### config.mk
export PLATFORM = sky130hd
export DESIGN_NAME = vga_fb_arbiter
export DESIGN_NICKNAME = d
export VERILOG_FILES = /design/src/rtl/vga_fb_arbiter.sv
export SDC_FILE = /design/constraint.sdc
export NUM_CORES = 1
export LEC_CHECK = 0
export BUFFER_PORTS_ARGS = -buffer_cell sky130_fd_sc_hd__buf_4
export CORE_UTILIZATION = 35
export CTS_CLUSTER_DIAMETER = 200
export CTS_CLUSTER_SIZE = 10
export DETAILED_ROUTE_END_ITERATION = 8
export GPL_TIMING_DRIVEN = 0
export SLEW_MARGIN = 20
export SYNTH_ARGS = -nofsm -noshare
export SYNTH_HDL_FRONTEND = slang
export SYNTH_SLANG_ARGS = --single-unit
### constraint.sdc
create_clock -name CLOCK_25 -period 6.2 [get_ports CLOCK_25]
set_input_delay 0.31 -clock CLOCK_25 [delete_from_list [all_inputs] [get_ports CLOCK_25]]
set_output_delay 0.31 -clock CLOCK_25 [all_outputs]
set_load 0.01 [all_outputs]
### src/rtl/vga_fb_arbiter.sv
// vga_fb_arbiter: sole owner of the single-port frame-buffer RAM.
//   Scan-out reads always win the RAM slot. Draw writes queue in a FIFO and retire in
//   free slots. A built-in clear engine fills the screen with one colour in free slots.
//   While a clear runs, FIFO pops are held off so queued writes land on top of it.
// Ports:
//   CLOCK_25, reset               pixel clock, async active-high reset
//   fetch_en, next_x, next_y      scan-out read request
//   wr_valid/wr_ready, wr_x/y/data draw write handshake (out-of-screen writes dropped)
//   clr_start, clr_color          start a full-screen clear
//   clr_busy, clr_done            clear status / completion pulse
//   mem_addr/we/wdata, mem_rdata  RAM interface (registered outputs, 1-cycle read)
//   R_out/G_out/B_out, pix_valid  fetched pixel, three cycles after fetch_en
// Optional: define VGA_FB_ARBITER_OVF_CNT_EN to add ovf_count[15:0], a saturating
//   count of cycles with wr_valid high while wr_ready is low.
module vga_fb_arbiter #(
  parameter int unsigned WIDTH      = 640,
  parameter int unsigned HEIGHT     = 480,
  parameter int unsigned ADDR_W     = 19,
  parameter int unsigned DATA_W     = 24,
  parameter int unsigned FIFO_DEPTH = 16
) (
  input  logic              CLOCK_25,
  input  logic              reset,
  input  logic              fetch_en,
  input  logic [9:0]        next_x,
  input  logic [9:0]        next_y,
  input  logic              wr_valid,
  output logic              wr_ready,
  input  logic [9:0]        wr_x,
  input  logic [9:0]        wr_y,
  input  logic [DATA_W-1:0] wr_data,
  input  logic              clr_start,
  input  logic [DATA_W-1:0] clr_color,
  output logic              clr_busy,
  output logic              clr_done,
  output logic [ADDR_W-1:0] mem_addr,
  output logic              mem_we,
  output logic [DATA_W-1:0] mem_wdata,
  input  logic [DATA_W-1:0] mem_rdata,
  output logic [7:0]        R_out,
  output logic [7:0]        G_out,
  output logic [7:0]        B_out,
  output logic              pix_valid
`ifdef VGA_FB_ARBITER_OVF_CNT_EN
  ,
  output logic [15:0]       ovf_count
`endif
);

  localparam int unsigned PtrW = (FIFO_DEPTH > 1) ? $clog2(FIFO_DEPTH) : 1;
  localparam int unsigned CntW = PtrW + 1;
  localparam int unsigned EntW = ADDR_W + DATA_W;
  localparam logic [ADDR_W-1:0] LastAddr = ADDR_W'(WIDTH * HEIGHT - 1);
  localparam logic [CntW-1:0]   FullCnt  = CntW'(FIFO_DEPTH);

  typedef enum logic [0:0] {StIdle, StClear} state_e;

  // Linear address y*WIDTH+x; shift-add form for the default 640-wide screen.
  function automatic logic [ADDR_W-1:0] pix_addr(input logic [9:0] x, input logic [9:0] y);
    logic [31:0] x32, y32, a;
    x32 = {22'd0, x};
    y32 = {22'd0, y};
    if (WIDTH == 32'd640) a = (y32 << 9) + (y32 << 7) + x32;
    else                  a = y32 * WIDTH + x32;
    return a[ADDR_W-1:0];
  endfunction

  state_e            state_q;
  logic [ADDR_W-1:0] clr_cnt_q;
  logic [DATA_W-1:0] clr_color_q;
  logic [EntW-1:0]   fifo_mem [FIFO_DEPTH];
  logic [PtrW-1:0]   rd_ptr_q, wr_ptr_q;
  logic [CntW-1:0]   count_q;
  logic              fetch_q1, fetch_q2;

  logic              in_bounds, push, store, pop, fifo_empty;
  logic [EntW-1:0]   head;

  assign wr_ready = (count_q != FullCnt);

  always_comb begin
    in_bounds  = ({22'd0, wr_x} < WIDTH) && ({22'd0, wr_y} < HEIGHT);
    push       = wr_valid && wr_ready;
    // Off-screen writes complete the handshake but never occupy an entry.
    store      = push && in_bounds;
    fifo_empty = (count_q == '0);
    pop        = !fetch_en && (state_q == StIdle) && !fifo_empty;
    head       = fifo_mem[rd_ptr_q];
  end

  always_ff @(posedge CLOCK_25) begin
    if (store) fifo_mem[wr_ptr_q] <= {pix_addr(wr_x, wr_y), wr_data};
  end

  always_ff @(posedge CLOCK_25 or posedge reset) begin
    if (reset) begin
      state_q     <= StIdle;
      clr_cnt_q   <= '0;
      clr_color_q <= '0;
      clr_busy    <= 1'b0;
      clr_done    <= 1'b0;
      rd_ptr_q    <= '0;
      wr_ptr_q    <= '0;
      count_q     <= '0;
      mem_addr    <= '0;
      mem_we      <= 1'b0;
      mem_wdata   <= '0;
      fetch_q1    <= 1'b0;
      fetch_q2    <= 1'b0;
      R_out       <= '0;
      G_out       <= '0;
      B_out       <= '0;
      pix_valid   <= 1'b0;
    end else begin
      clr_done <= 1'b0;
      mem_we   <= 1'b0;

      // RAM slot: scan-out read, then clear, then FIFO head; otherwise hold the address.
      if (fetch_en) begin
        mem_addr <= pix_addr(next_x, next_y);
      end else if (state_q == StClear) begin
        mem_addr  <= clr_cnt_q;
        mem_wdata <= clr_color_q;
        mem_we    <= 1'b1;
        clr_cnt_q <= clr_cnt_q + ADDR_W'(1);
        if (clr_cnt_q == LastAddr) begin
          state_q  <= StIdle;
          clr_busy <= 1'b0;
          clr_done <= 1'b1;
        end
      end else if (pop) begin
        mem_addr  <= head[EntW-1:DATA_W];
        mem_wdata <= head[DATA_W-1:0];
        mem_we    <= 1'b1;
      end

      if ((state_q == StIdle) && clr_start) begin
        state_q     <= StClear;
        clr_cnt_q   <= '0;
        clr_color_q <= clr_color;
        clr_busy    <= 1'b1;
      end

      if (store) wr_ptr_q <= wr_ptr_q + PtrW'(1);
      if (pop)   rd_ptr_q <= rd_ptr_q + PtrW'(1);
      unique case ({store, pop})
        2'b10:   count_q <= count_q + CntW'(1);
        2'b01:   count_q <= count_q - CntW'(1);
        default: ;
      endcase

      // Address goes out one edge after fetch_en, data returns one edge later.
      fetch_q1  <= fetch_en;
      fetch_q2  <= fetch_q1;
      pix_valid <= fetch_q2;
      if (fetch_q2) begin
        R_out <= mem_rdata[23:16];
        G_out <= mem_rdata[15:8];
        B_out <= mem_rdata[7:0];
      end
    end
  end

`ifdef VGA_FB_ARBITER_OVF_CNT_EN
  always_ff @(posedge CLOCK_25 or posedge reset) begin
    if (reset) begin
      ovf_count <= '0;
    end else if (wr_valid && !wr_ready && (ovf_count != 16'hFFFF)) begin
      ovf_count <= ovf_count + 16'd1;
    end
  end
`endif

endmodule

==> results by group <==
Yosys
  • EDFF count, synth: roughly 700
  • #FFs+latches synth: between 800 and 900
  • Mapped Area: 33000 um^2
  • Syn Nets: ~1900
  • Mean post-synth cell area: between 15 and 20 um^2
  • Top FF cell, synth: edfxtp_1
  • Synth unique cells: 56
  • Synthesized instance count: 1744
  • Async SR Flop Fraction: 0.159
  • Register area share after synthesis: 0.725
  • Synthesis Warnings: 0

Worst setup path
  • Reg2reg path depth: 14
  • CP arrival: 4.81 ns
  • CP Depth: 14
  • Startpoint Class: flip-flop
  • Slowest-stage cell, CP: nor3_2
  • Crit path kind: flip-flop to flip-flop
  • WP buf/inv: 3
  • Critical path capture point type: flip-flop
  • Critical Path Fanout Max: 11
  • Crit path top cell by count: clkbuf_1
  • Worst Path Required: 6.76 ns
  • Worst path cell trace: clkbuf_1 -> nor4_2 -> nor2b_1 -> nor3_2 -> clkbuf_1 -> ha_1 -> clkbuf_1 -> xor2_1 -> ha_1 -> o21a_1 -> o22a_1 -> a21oi_1 -> mux2i_1 -> xnor2_1
  • CP max stage delay: 0.69 ns
  • Worst R2R End: count_q[4]
  • Crit path from: count_q[1]
  • CP endpoint: count_q[4]
  • FF-to-FF Start: count_q[1]
  • Critical path's top delay family: buffers and inverters
  • R2r setup slk: 1.95 ns

Cells and area
  • Share of cells above drive strength 1: 0.285
  • P&R area growth vs syn: 23.2%
  • Fillers: 8099
  • Final non-filler cell total: 3501
  • Nets: between 2000 and 2500
  • Fin util: 0.435
  • Ant diodes: 0

Global routing
  • Met2 Usage GRT: 0.314
  • Vias in the first global route: 19029
  • Initial antenna violation count: 2
  • Most utilized layer in the global route result: met2
  • First-pass GRT wire length: around 130 mm
  • Largest net degree at the start of global routing: 93
  • Met3 Use GR: 0.0314
  • GRT Total Usage: 0.189
  • Overflow after GRT: 0
  • Met1 Track Usage GR: 0.261

Clock tree
  • Clock Sinks: roughly 820
  • Clk slew on worst S/H paths: about 0.060 ns
  • CTS tree: yes
  • CTS Buffer Depth: 3
  • Post-cts sizing count: 0
  • Clock root buffer: clkbuf_16
  • Cts bufs inserted: 91
  • Worst skew pair latency: 0.64 ns
  • H-Tree Depth: 3

Timing
  • Final Max Slew Viols: 0
  • Setup TNS: 0 ns
  • RSZ-0062 raised after global routing: false
  • Hold Slack: 0.107 ns
  • Slew headroom: 0.258
  • Worst Tran Pin Value: 1.11 ns
  • Min cycle time layout: 4.25 ns
  • Clock skew: 0.0243 ns
  • Final Hold Viols: 0
  • Worst setup margin: 1.95 ns
  • # setup viols final: 0
  • Max Freq: 235 MHz
  • Period utilization: 0.686

Route
  • Post-route ant nets: 0
  • DRT Wirelength: ~90 mm
  • Iter 0 DRT Violations: 2148
  • DR vias/cell: around 5.3
  • WL/cell: 25.8 um
  • Vias: around 19000
  • Drt pass-1 iters: 6
  • Drt drc: 0

Floorplan
  • Core area: 93300 um^2
  • DIE HEIGHT: 309 um
  • Top-level I/O count: 189
  • Row cnt: roughly 110
  • Initial core utilization: 0.353
  • Die area: 95500 um^2
  • Die W: 309 um

Place
  • Hpwl dp: 62.5 mm
  • DP Worst Slack: between 1.5 and 2 ns
  • IO Port Bufs: 188
  • GP Congestion: around 0.83
  • Inst Count DP: 3243

Power and ir drop
  • Worst IR drop on VDD: between 200 and 250 uV
  • Lkg Pwr: 14.1 nW
  • Internal power: 0.0101 W
  • Combinational share of power: 0.162
  • Seq pwr share: 0.476
  • Cell Pwr Density: between 300 and 400 nW/um^2
  • Switch Pwr: ~0.0035 W
  • Clock power frac: 0.363
  • Switching Fraction: 0.258

Hold path
  • Hold crit path type: input pin to flip-flop
  • Hold Path Stages: 4

Flow run
  • Max-cap violations: 0

Run status
  • Status: finished, final reports clean
## routing by layer
layer / vias to the layer above / share of wire
met3: 112 / 0.070
li1: 7890 / -
met2: 779 / 0.49
met1: 9887 / 0.42
met4: 2 / 0.016
met5: - / 0.00014
## layout make-up
class / count / area, um^2 / area share
multi-input cells: 795 / 8700 / 0.214
inverters: 37 / 146 / 0.00360
plain buffers: 94 / 418 / 0.0103
flip-flops and latches: 818 / 23900 / 0.589
clock inverters: 7 / 161 / 0.00397
well taps: 1254 / 1570 / 0.0386
repair buffers: 334 / 3170 / 0.0781
clock buffers: 162 / 2550 / 0.0629
## how the worst min path moves through the flow
stage / from / endpoint / slack, ns
6_report: next_x[7] / mem_addr[7] / 0.11
5_1_grt: next_x[7] / mem_addr[7] / 0.13
4_1_cts: next_x[7] / mem_addr[7] / 0.07
3_5_place_dp: reset / B_out[6] / 0.30
3_3_place_gp: fetch_q1 / fetch_q2 / 0.34
2_1_floorplan: fetch_q1 / fetch_q2 / 0.33
## stage by stage
stage,power (W),instance area [um^2]
6_report,0.0136,40600
5_1_grt,0.0141,40600
4_1_cts,0.0137,40600
3_5_place_dp,0.00875,37000
3_3_place_gp,0.00862,36000
2_1_floorplan,0.00785,33000
## cell usage in the layout (no fill, tap or decap), types with 42 or more instances in the layout
master / count
dfrtp_1: 130
dlygate4sd3_1: 89
mux4_2: 195
a21oi_1: 42
ha_1: 48
buf_4: 217
clkbuf_1: 124
edfxtp_1: 688
clkbuf_16: 91
nand2_1: 139
## cells by family after synthesis
group,after synthesis,share of synthesized area
AOI/OAI and AO/OA,184,0.0383
xor gates and xnor gates,25,0.00664
adders and majority gates,52,0.0206
buffers and inverters,131,0.0168
DFF,818,0.725
muxes,265,0.156
and+or+nand+nor,269,0.0366
## repair_timing
action                                  in CTS  in global routing
hold buffers                                89                  0
setup buffers                                0                  0
endpoints found under the setup margin       0                  0
hold endpoints to repair                   591                  0
## worst min-delay path: cells and delay by family
kind,cells,cell delay (ns)
AOI/OAI and AO/OA,2,0.17
adders and majority gates,1,0.13
buffers and inverters,1,0.09
## registers in the layout, indices dropped and copies added (netlist names), 8 cells and up
register	count
B_out	8
G_out	8
R_out	8
clr_cnt_q	19
clr_color_q	24
fifo_mem	688
mem_addr	19
mem_wdata	24
## synth_stat cells, drive strengths merged, types with 3 or more instances
cell type  instances  area share
a2111oi            4      0.0011
a211oi             3     0.00068
a21o               5      0.0011
a21oi             42      0.0064
a221o             14      0.0042
a221oi            15      0.0040
a22o              15      0.0040
a22oi              4     0.00091
a31oi             15      0.0028
and3              18      0.0034
buf               38      0.0062
clkbuf            56      0.0064
dfrtp            130       0.099
edfxtp           688        0.63
fa                 4      0.0024
ha                48       0.018
inv               36      0.0041
mux2              40       0.014
mux2i             30      0.0091
mux4             195        0.13
nand2            139       0.016
nand2b             5     0.00095
nand3             19      0.0029
nand4              8      0.0015
nor2              43      0.0049
nor2b             12      0.0023
nor3               8      0.0012
nor4               3     0.00057
o211ai             9      0.0020
o21a               4     0.00091
o21ai             34      0.0052
o311ai             3     0.00080
o31ai              6      0.0014
or3                4     0.00076
xnor2             15      0.0040
xor2              10      0.0027
## power groups by stage
stage | Clock, W | Sequential (W) | Combinational (W)
2_1_floorplan | 0 | 0.00656 | 0.00130
3_3_place_gp | 0 | 0.00660 | 0.00202
3_5_place_dp | 0 | 0.00659 | 0.00217
4_1_cts | 0.00502 | 0.00648 | 0.00223
5_1_grt | 0.00524 | 0.00650 | 0.00236
6_report | 0.00494 | 0.00648 | 0.00220
(Power assumes the default switching activity.)
